==> config.mk <==
export PLATFORM = sky130hd
export DESIGN_NAME = cic_decimator_flat
export DESIGN_NICKNAME = d
export VERILOG_FILES = /design/src/rtl/cic_pkg.sv /design/src/rtl/cic_decimator_if.sv /design/src/rtl/cic_comb_stage.sv /design/src/rtl/cic_decimator.sv /design/src/flat_wrapper.sv
export SDC_FILE = /design/constraint.sdc
export NUM_CORES = 1
export LEC_CHECK = 0
export BUFFER_PORTS_ARGS = -buffer_cell sky130_fd_sc_hd__clkbuf_2
export CAP_MARGIN = 20
export CORE_MARGIN = 2
export CORE_UTILIZATION = 50
export DETAILED_ROUTE_END_ITERATION = 8
export GPL_TIMING_DRIVEN = 1
export PLACE_DENSITY = 0.66
export SLEW_MARGIN = 30
export SYNTH_ARGS = -nofsm -noshare
export SYNTH_HDL_FRONTEND = slang
export SYNTH_SLANG_ARGS = --single-unit
==> constraint.sdc <==
create_clock -name clk -period 11.42 [get_ports clk]
set_clock_uncertainty 0.1 [all_clocks]
set_input_delay 2.284 -clock clk [delete_from_list [all_inputs] [get_ports clk]]
set_output_delay 2.284 -clock clk [all_outputs]
set_load 0.02 [all_outputs]
==> src/rtl/cic_pkg.sv <==
// Shared defaults, ratio-select type and width helpers for the CIC decimator.
package cic_pkg;

  localparam int ORDER_DEF    = 2;
  localparam int DEC_LOG2_DEF = 9;
  localparam int OUT_W_DEF    = 12;

  typedef logic [1:0] dec_sel_t;

  function automatic int acc_w(input int order, input int dec_log2);
    return order * dec_log2 + 1;
  endfunction

  // Right shift that maps a full-scale comb result onto OUT_W bits at ratio 2^(dec_log2-sel).
  function automatic int shift_amt(input int order, input int dec_log2, input int out_w,
                                   input dec_sel_t sel);
    return order * (dec_log2 - int'(sel)) - out_w;
  endfunction

endpackage

==> src/rtl/cic_decimator_if.sv <==
// Decimated-sample output channel with valid/ready handshake and overrun flag.
interface cic_decimator_if
  import cic_pkg::*;
#(
  parameter int OUT_W = OUT_W_DEF
);
  logic [OUT_W-1:0] data_out;
  logic             new_data;
  logic             data_valid;
  logic             data_ready;
  logic             overrun;

  modport master (
    output data_out,
    output new_data,
    output data_valid,
    output overrun,
    input  data_ready
  );

  modport slave (
    input  data_out,
    input  new_data,
    input  data_valid,
    input  overrun,
    output data_ready
  );
endinterface

==> src/rtl/cic_comb_stage.sv <==
// One comb section, differential delay 1: y = x - x_prev, delay memory updated on each frame strobe.
module cic_comb_stage #(
  parameter int W = 19
) (
  input  logic         clk,
  input  logic         rst_n,
  input  logic         clr_i,
  input  logic         en_i,
  input  logic [W-1:0] x_i,
  output logic [W-1:0] y_o
);
  logic [W-1:0] dly_q;

  assign y_o = x_i - dly_q;

  always_ff @(posedge clk or negedge rst_n) begin
    if (!rst_n) begin
      dly_q <= '0;
    end else if (clr_i) begin
      dly_q <= '0;
    end else if (en_i) begin
      dly_q <= x_i;
    end
  end
endmodule

==> src/rtl/cic_decimator.sv <==
// CIC decimator for a 1-bit modulator stream: ORDER integrators at the input rate,
// ORDER combs at the frame rate, then scale/saturate into a valid/ready output register.
module cic_decimator
  import cic_pkg::*;
#(
  parameter int ORDER    = ORDER_DEF,
  parameter int DEC_LOG2 = DEC_LOG2_DEF,
  parameter int OUT_W    = OUT_W_DEF
) (
  input  logic            clk,
  input  logic            rst_n,
  input  logic            data_in,
  input  logic            en,
  input  dec_sel_t        dec_sel,
  cic_decimator_if.master out_if
);
  localparam int ACC_W = acc_w(ORDER, DEC_LOG2);

  if (ORDER < 1 || ORDER > 4) begin : g_bad_order
    $error("cic_decimator: ORDER must lie in 1..4");
  end
  if (ORDER * (DEC_LOG2 - 3) < OUT_W) begin : g_bad_width
    $error("cic_decimator: ORDER*(DEC_LOG2-3) must be >= OUT_W");
  end

  function automatic logic [DEC_LOG2-1:0] last_count(input dec_sel_t sel);
    return DEC_LOG2'((1 << (DEC_LOG2 - int'(sel))) - 1);
  endfunction

  function automatic logic [OUT_W-1:0] sat_out(input logic [ACC_W-1:0] v, input dec_sel_t sel);
    logic [ACC_W-1:0] s;
    s = v >> shift_amt(ORDER, DEC_LOG2, OUT_W, sel);
    if (|(s >> OUT_W)) return '1;
    return s[OUT_W-1:0];
  endfunction

  logic [ACC_W-1:0]    integ_q [ORDER];
  logic [ACC_W-1:0]    integ_d [ORDER];
  logic [ACC_W-1:0]    comb_x  [ORDER+1];
  logic [DEC_LOG2-1:0] cnt_q, cnt_d;
  logic [2:0]          settle_q, settle_d;
  dec_sel_t            dec_q, sel_eff;
  logic                init_q;
  logic                wrap, resel;
  logic                vld_p0_q, dlv_p0_q, vld_p1_q;
  logic [ACC_W-1:0]    comb_p1_q;
  logic [OUT_W-1:0]    data_q;
  logic                new_q, valid_q, ovr_q;

  // Until the first clock after reset the live dec_sel stands in for the latched copy.
  always_comb begin
    sel_eff  = init_q ? dec_q : dec_sel;
    wrap     = en && (cnt_q == last_count(sel_eff));
    resel    = wrap && (dec_sel != sel_eff);
    cnt_d    = cnt_q;
    settle_d = settle_q;
    for (int k = 0; k < ORDER; k++) integ_d[k] = integ_q[k];
    if (resel) begin
      cnt_d    = '0;
      settle_d = '0;
      for (int k = 0; k < ORDER; k++) integ_d[k] = '0;
    end else if (en) begin
      cnt_d      = wrap ? '0 : cnt_q + 1'b1;
      integ_d[0] = integ_q[0] + ACC_W'(data_in);
      for (int k = 1; k < ORDER; k++) integ_d[k] = integ_q[k] + integ_q[k-1];
      if (wrap && settle_q != 3'(ORDER)) settle_d = settle_q + 3'd1;
    end
  end

  // Stage p0: integrators, sample counter, settle count, frame-end strobe
  always_ff @(posedge clk or negedge rst_n) begin
    if (!rst_n) begin
      for (int k = 0; k < ORDER; k++) integ_q[k] <= '0;
      cnt_q    <= '0;
      settle_q <= '0;
      dec_q    <= '0;
      init_q   <= 1'b0;
      vld_p0_q <= 1'b0;
      dlv_p0_q <= 1'b0;
    end else begin
      for (int k = 0; k < ORDER; k++) integ_q[k] <= integ_d[k];
      cnt_q    <= cnt_d;
      settle_q <= settle_d;
      init_q   <= 1'b1;
      if (!init_q || resel) dec_q <= dec_sel;
      vld_p0_q <= wrap && !resel;
      dlv_p0_q <= (settle_q == 3'(ORDER));
    end
  end

  assign comb_x[0] = integ_q[ORDER-1];

  for (genvar k = 0; k < ORDER; k++) begin : g_comb
    cic_comb_stage #(.W(ACC_W)) u_comb (
      .clk   (clk),
      .rst_n (rst_n),
      .clr_i (resel),
      .en_i  (vld_p0_q),
      .x_i   (comb_x[k]),
      .y_o   (comb_x[k+1])
    );
  end

  // Stage p1: capture the comb chain result for the frame just closed
  always_ff @(posedge clk or negedge rst_n) begin
    if (!rst_n) begin
      vld_p1_q  <= 1'b0;
      comb_p1_q <= '0;
    end else begin
      vld_p1_q <= vld_p0_q && dlv_p0_q;
      if (vld_p0_q) comb_p1_q <= comb_x[ORDER];
    end
  end

  // Stage p2: scaled output register and handshake state
  always_ff @(posedge clk or negedge rst_n) begin
    if (!rst_n) begin
      data_q  <= '0;
      new_q   <= 1'b0;
      valid_q <= 1'b0;
      ovr_q   <= 1'b0;
    end else begin
      new_q <= vld_p1_q;
      if (vld_p1_q) data_q <= sat_out(comb_p1_q, dec_q);
      if (vld_p1_q) begin
        valid_q <= 1'b1;
      end else if (out_if.data_ready) begin
        valid_q <= 1'b0;
      end
      if (vld_p1_q && valid_q && !out_if.data_ready) ovr_q <= 1'b1;
    end
  end

  assign out_if.data_out   = data_q;
  assign out_if.new_data   = new_q;
  assign out_if.data_valid = valid_q;
  assign out_if.overrun    = ovr_q;

endmodule
==> src/flat_wrapper.sv <==
// flat-port wrapper written by rule: the top's interface ports become plain ports
module cic_decimator_flat import cic_pkg::*;
#(
  parameter int ORDER    = ORDER_DEF,
  parameter int DEC_LOG2 = DEC_LOG2_DEF,
  parameter int OUT_W    = OUT_W_DEF
)
  (clk, rst_n, data_in, en, dec_sel, out_if_data_out, out_if_new_data, out_if_data_valid, out_if_overrun, out_if_data_ready);
  cic_decimator_if #(.OUT_W(OUT_W)) out_if_i ();
  input  logic clk;
  input  logic rst_n;
  input  logic data_in;
  input  logic en;
  input  dec_sel_t dec_sel;
  output wire logic [$bits(out_if_i.data_out)-1:0] out_if_data_out;
  output wire logic [$bits(out_if_i.new_data)-1:0] out_if_new_data;
  output wire logic [$bits(out_if_i.data_valid)-1:0] out_if_data_valid;
  output wire logic [$bits(out_if_i.overrun)-1:0] out_if_overrun;
  input wire logic [$bits(out_if_i.data_ready)-1:0] out_if_data_ready;
  assign out_if_data_out = out_if_i.data_out;
  assign out_if_new_data = out_if_i.new_data;
  assign out_if_data_valid = out_if_i.data_valid;
  assign out_if_overrun = out_if_i.overrun;
  assign out_if_i.data_ready = out_if_data_ready;
  cic_decimator #(.ORDER(ORDER), .DEC_LOG2(DEC_LOG2), .OUT_W(OUT_W)) u_core (.clk(clk), .rst_n(rst_n), .data_in(data_in), .en(en), .dec_sel(dec_sel), .out_if(out_if_i));
endmodule
==> results by group <==
Critical path
  – Data arrival, critical path: 4.68 ns
  – Kind of critical path: reg2reg
  – CP cell instances: inv_1 -> ha_1 -> fa_1 -> nor2b_1 -> o31ai_1 -> a2111oi_0 -> nor3_1 -> xnor2_1 -> ha_1 -> a21o_1 -> a221oi_1 -> mux2i_1 -> and3_1 -> o31ai_1
  – Slowest CP cell: a2111oi_0
  – CP top delay family: compound AO/OA/AOI/OAI gates
  – CP endpoint kind: flip-flop
  – Worst setup SP type: flip-flop
  – CP bufs+invs: 1
  – Data required time of the critical path: 11.63 ns
  – Largest stage delay on the critical path: 0.81 ns
  – Crit path max fanout: 5

Logic synthesis
  – Net count after synthesis: 940
  – Post-synth ARST share: 100%
  – Seq cells post-synth: 128
  – Cells after Synth: 870
  – Ys flop type: dfrtp_1
  – Synth unique cells: 68
  – Post-Syn Area: 8390 µm²
  – Ys Warns: 0
  – Post-synth EDFFs: 0
  – Register area share after synthesis: 38.2%
  – Post-synthesis area per instance: 9.64 µm²

Pwr
  – Leak Pwr: 4.52 nW
  – Comb pwr share: 25.7%
  – Switching Share: 30.9%
  – Cell Int Power: 1.09 mW
  – Switch Pwr: 488 µW
  – Sequential Power Share: 34.9%
  – Pwr Density: 169 nW/µm²
  – Max VDD drop: 0.000111 V
  – Clk pwr share: 39.4%

STA
  – Slew Limit Fails: 0
  – Fin Setup TNS: 0 ns
  – Final setup vio count: 0
  – Worst slew margin: 39.2%
  – RSZ-0062 raised after global routing: false
  – Minimum clock period: 4.48 ns
  – Max frequency: 223 MHz
  – Final Hold Viols: 0
  – Final worst path period share: 39.2%
  – Final setup margin: 6.94 ns
  – Worst Tran Pin Value: 0.889 ns

Placed design
  – Placed cell areas: 8680 µm²
  – DP Wirelength: 11,200 µm
  – Port Buffers: 21
  – Placed Cells: 1,085
  – Placer Congestion: 0.832
  – Placement Setup Slack: 6.58 ns

Routing
  – DRC violations left: 0
  – Antenna-violating nets left: 0
  – Drt wl/cell: 14.3 µm
  – Iteration-0 DRC Markers: 273
  – Drt pass-1 iters: 4
  – Drt total wl: 15,900 µm
  – Routed vias/inst: 5.45
  – Via Count: 6,092

Run
  – Max-cap viol count: 0

Worst hold path
  – Hold Path Class: reg2reg

Die
  – Die area: 17,800 µm²
  – I/O Pins: 22
  – CORE AREA: 16,500 µm²
  – Starting Density: 50.9%
  – Die Span X: 134 µm
  – Die Span Y: 134 µm
  – FP Rows: 47

Global routing
  – Pin count of the biggest net entering global routing: 61
  – Initial antenna violation count: 0
  – Vias in the first global route: 5,910
  – GRT Residual Overflow: 0
  – Global-route wire length before repair: 27,600 µm
  – Total GRT Usage: 19.1%

Clock network
  – Clock slew at reported path FFs: 0.06 ns
  – CTS root buf: clkbuf_16
  – CTS tree: yes
  – Post-CTS Setup Bufs: 0
  – Htree depth: 4
  – Worst skew pair latency: 0.42 ns
  – Clk sinks: 128
  – Clk buf depth: 2
  – CTS resizes: 0
  – Hold-fix buffers at CTS: 0
  – TritonCTS buffer count: 17

Finish
  – Antenna Diode Count: 0
  – Cell area after layout: 9370 µm²
  – Area grow syn2layout: 11.7%
  – Final Non-Filler Cells: 1,117
  – Proportion of layout cells with a drive suffix above 1: 11.1%
  – Total Nets Final: 954
  – Commonest non-fill, non-tap cell in the layout: dfrtp_1
  – Commonest cells after routing, fill and taps aside: 127 x dfrtp_1, 92 x nor2_1, 69 x inv_1, 60 x ha_1, 47 x nand2_1

Outcome
  – Status: finished clean
==> worst paths after layout <==
path | startpoint | to | slack [ns] | depth (start not counted)
max reg2reg | u_core.comb_x[38] | u_core.comb_p1_q[18] | 6.94 | 14
min in group asynchronous | rst_n | u_core.out_if.data_out[0] | 1.70 | 1
min reg2reg | u_core.dlv_p0_q | u_core.vld_p1_q | 0.36 | 1
max | u_core.comb_x[38] | u_core.comb_p1_q[18] | 6.94 | 14
min | u_core.dlv_p0_q | u_core.vld_p1_q | 0.36 | 1
max in group asynchronous | rst_n | u_core.g_comb[0].u_comb.dly_q[14] | 8.40 | 3
==> Yosys cell counts, types with 3 or more instances <==
| cell type | instances | area, µm² |
|---|---|---|
| mux2_2 | 15 | 169 |
| nand2_1 | 47 | 176 |
| fa_1 | 3 | 60.1 |
| o21bai_1 | 6 | 45.0 |
| or2_2 | 3 | 18.8 |
| a21oi_1 | 39 | 195 |
| buf_2 | 6 | 30.0 |
| a211oi_1 | 10 | 75.1 |
| and2_1 | 5 | 31.3 |
| a211o_1 | 3 | 26.3 |
| a31o_2 | 4 | 35.0 |
| o2111ai_1 | 3 | 26.3 |
| inv_1 | 69 | 259 |
| nor3_1 | 20 | 100 |
| a31oi_1 | 8 | 50.1 |
| nand4b_1 | 3 | 26.3 |
| xor2_1 | 30 | 263 |
| buf_4 | 4 | 30.0 |
| buf_1 | 7 | 26.3 |
| o31ai_1 | 10 | 75.1 |
| and3_1 | 14 | 87.6 |
| o22a_1 | 12 | 105 |
| dfrtp_1 | 128 | 3200 |
| nand3_1 | 19 | 95.1 |
| o22ai_1 | 7 | 43.8 |
| ha_1 | 60 | 751 |
| xnor2_1 | 31 | 272 |
| nand3b_1 | 4 | 30.0 |
| a2111oi_0 | 3 | 26.3 |
| nand4_1 | 11 | 68.8 |
| clkbuf_1 | 14 | 52.6 |
| a21o_1 | 16 | 120 |
| o21ai_0 | 38 | 190 |
| or3_1 | 7 | 43.8 |
| nand2b_1 | 9 | 56.3 |
| nor2b_1 | 11 | 68.8 |
| o21a_1 | 9 | 67.6 |
| mux4_2 | 12 | 270 |
| mux2i_1 | 36 | 360 |
| a21boi_0 | 5 | 37.5 |
| nor2_1 | 92 | 345 |
==> power by group through the flow <==
stage | Combinational (mW) | Sequential, mW | Clock [mW]
2_1_floorplan | 0.335 | 0.539 | 0
3_3_place_gp | 0.397 | 0.559 | 0
3_5_place_dp | 0.404 | 0.562 | 0
4_1_cts | 0.409 | 0.553 | 0.636
5_1_grt | 0.463 | 0.561 | 0.656
6_report | 0.407 | 0.553 | 0.624
==> state kept, by name, summed over array words and instances (netlist names), 2 cells and up <==
register                    count
u_core.integ_q                 19
u_core.comb_x                  19
u_core.out_if.data_out         12
u_core.cnt_q                    9
u_core.dec_q                    2
u_core.g_comb.u_comb.dly_q     38
u_core.comb_p1_q               19
u_core.settle_q                 3
==> routing by layer <==
layer	global-route usage (%)	share of wire [%]	up-vias
li1	-	-	3147
met1	24.9	49	2877
met2	32.2	48	55
met3	3.42	1.9	13
met4	6.38	1.2	0
met5	0	0	-
==> final cells by class <==
type | count | area (µm²)
timing repair buffer | 27 | 169
inverter | 70 | 263
clock inverter | 15 | 258
sequential | 128 | 3200
clock buffer | 17 | 425
fill | 1469 | 7100
tap | 220 | 275
multi-input combinational | 640 | 4770
==> worst register-to-register path, stage by stage, from the launching register on <==
cell	delay, ns
dfrtp_1	0.37
inv_1	0.07
ha_1	0.21
fa_1	0.40
nor2b_1	0.16
o31ai_1	0.16
a2111oi_0	0.81
nor3_1	0.18
xnor2_1	0.27
ha_1	0.33
a21o_1	0.18
a221oi_1	0.50
mux2i_1	0.17
and3_1	0.20
o31ai_1	0.25
==> metrics by stage <==
stage	hold slack (ns)	util, %	power [mW]
2_1_floorplan	0.334	-	0.874
3_3_place_gp	0.338	52.6	0.956
5_1_grt	0.390	56.9	1.68
6_report	0.360	56.9	1.58
3_5_place_dp	0.347	52.7	0.966
4_1_cts	0.360	56.9	1.60
==> logic make-up (layout without fill, tap and decap cells) <==
logic type	count (synthesis)	after routing	share of synthesized area, %
other	1	1	0.0447
muxes	64	64	9.71
adders and majority gates	63	63	9.67
DFF	128	128	38.2
buffers and inverters	102	129	4.92
and+or+nand+nor	253	253	14.4
AOI/OAI and AO/OA	198	198	16.7
xor gates and xnor gates	61	61	6.37
Note: power is estimated with default switching activity, not from simulation.
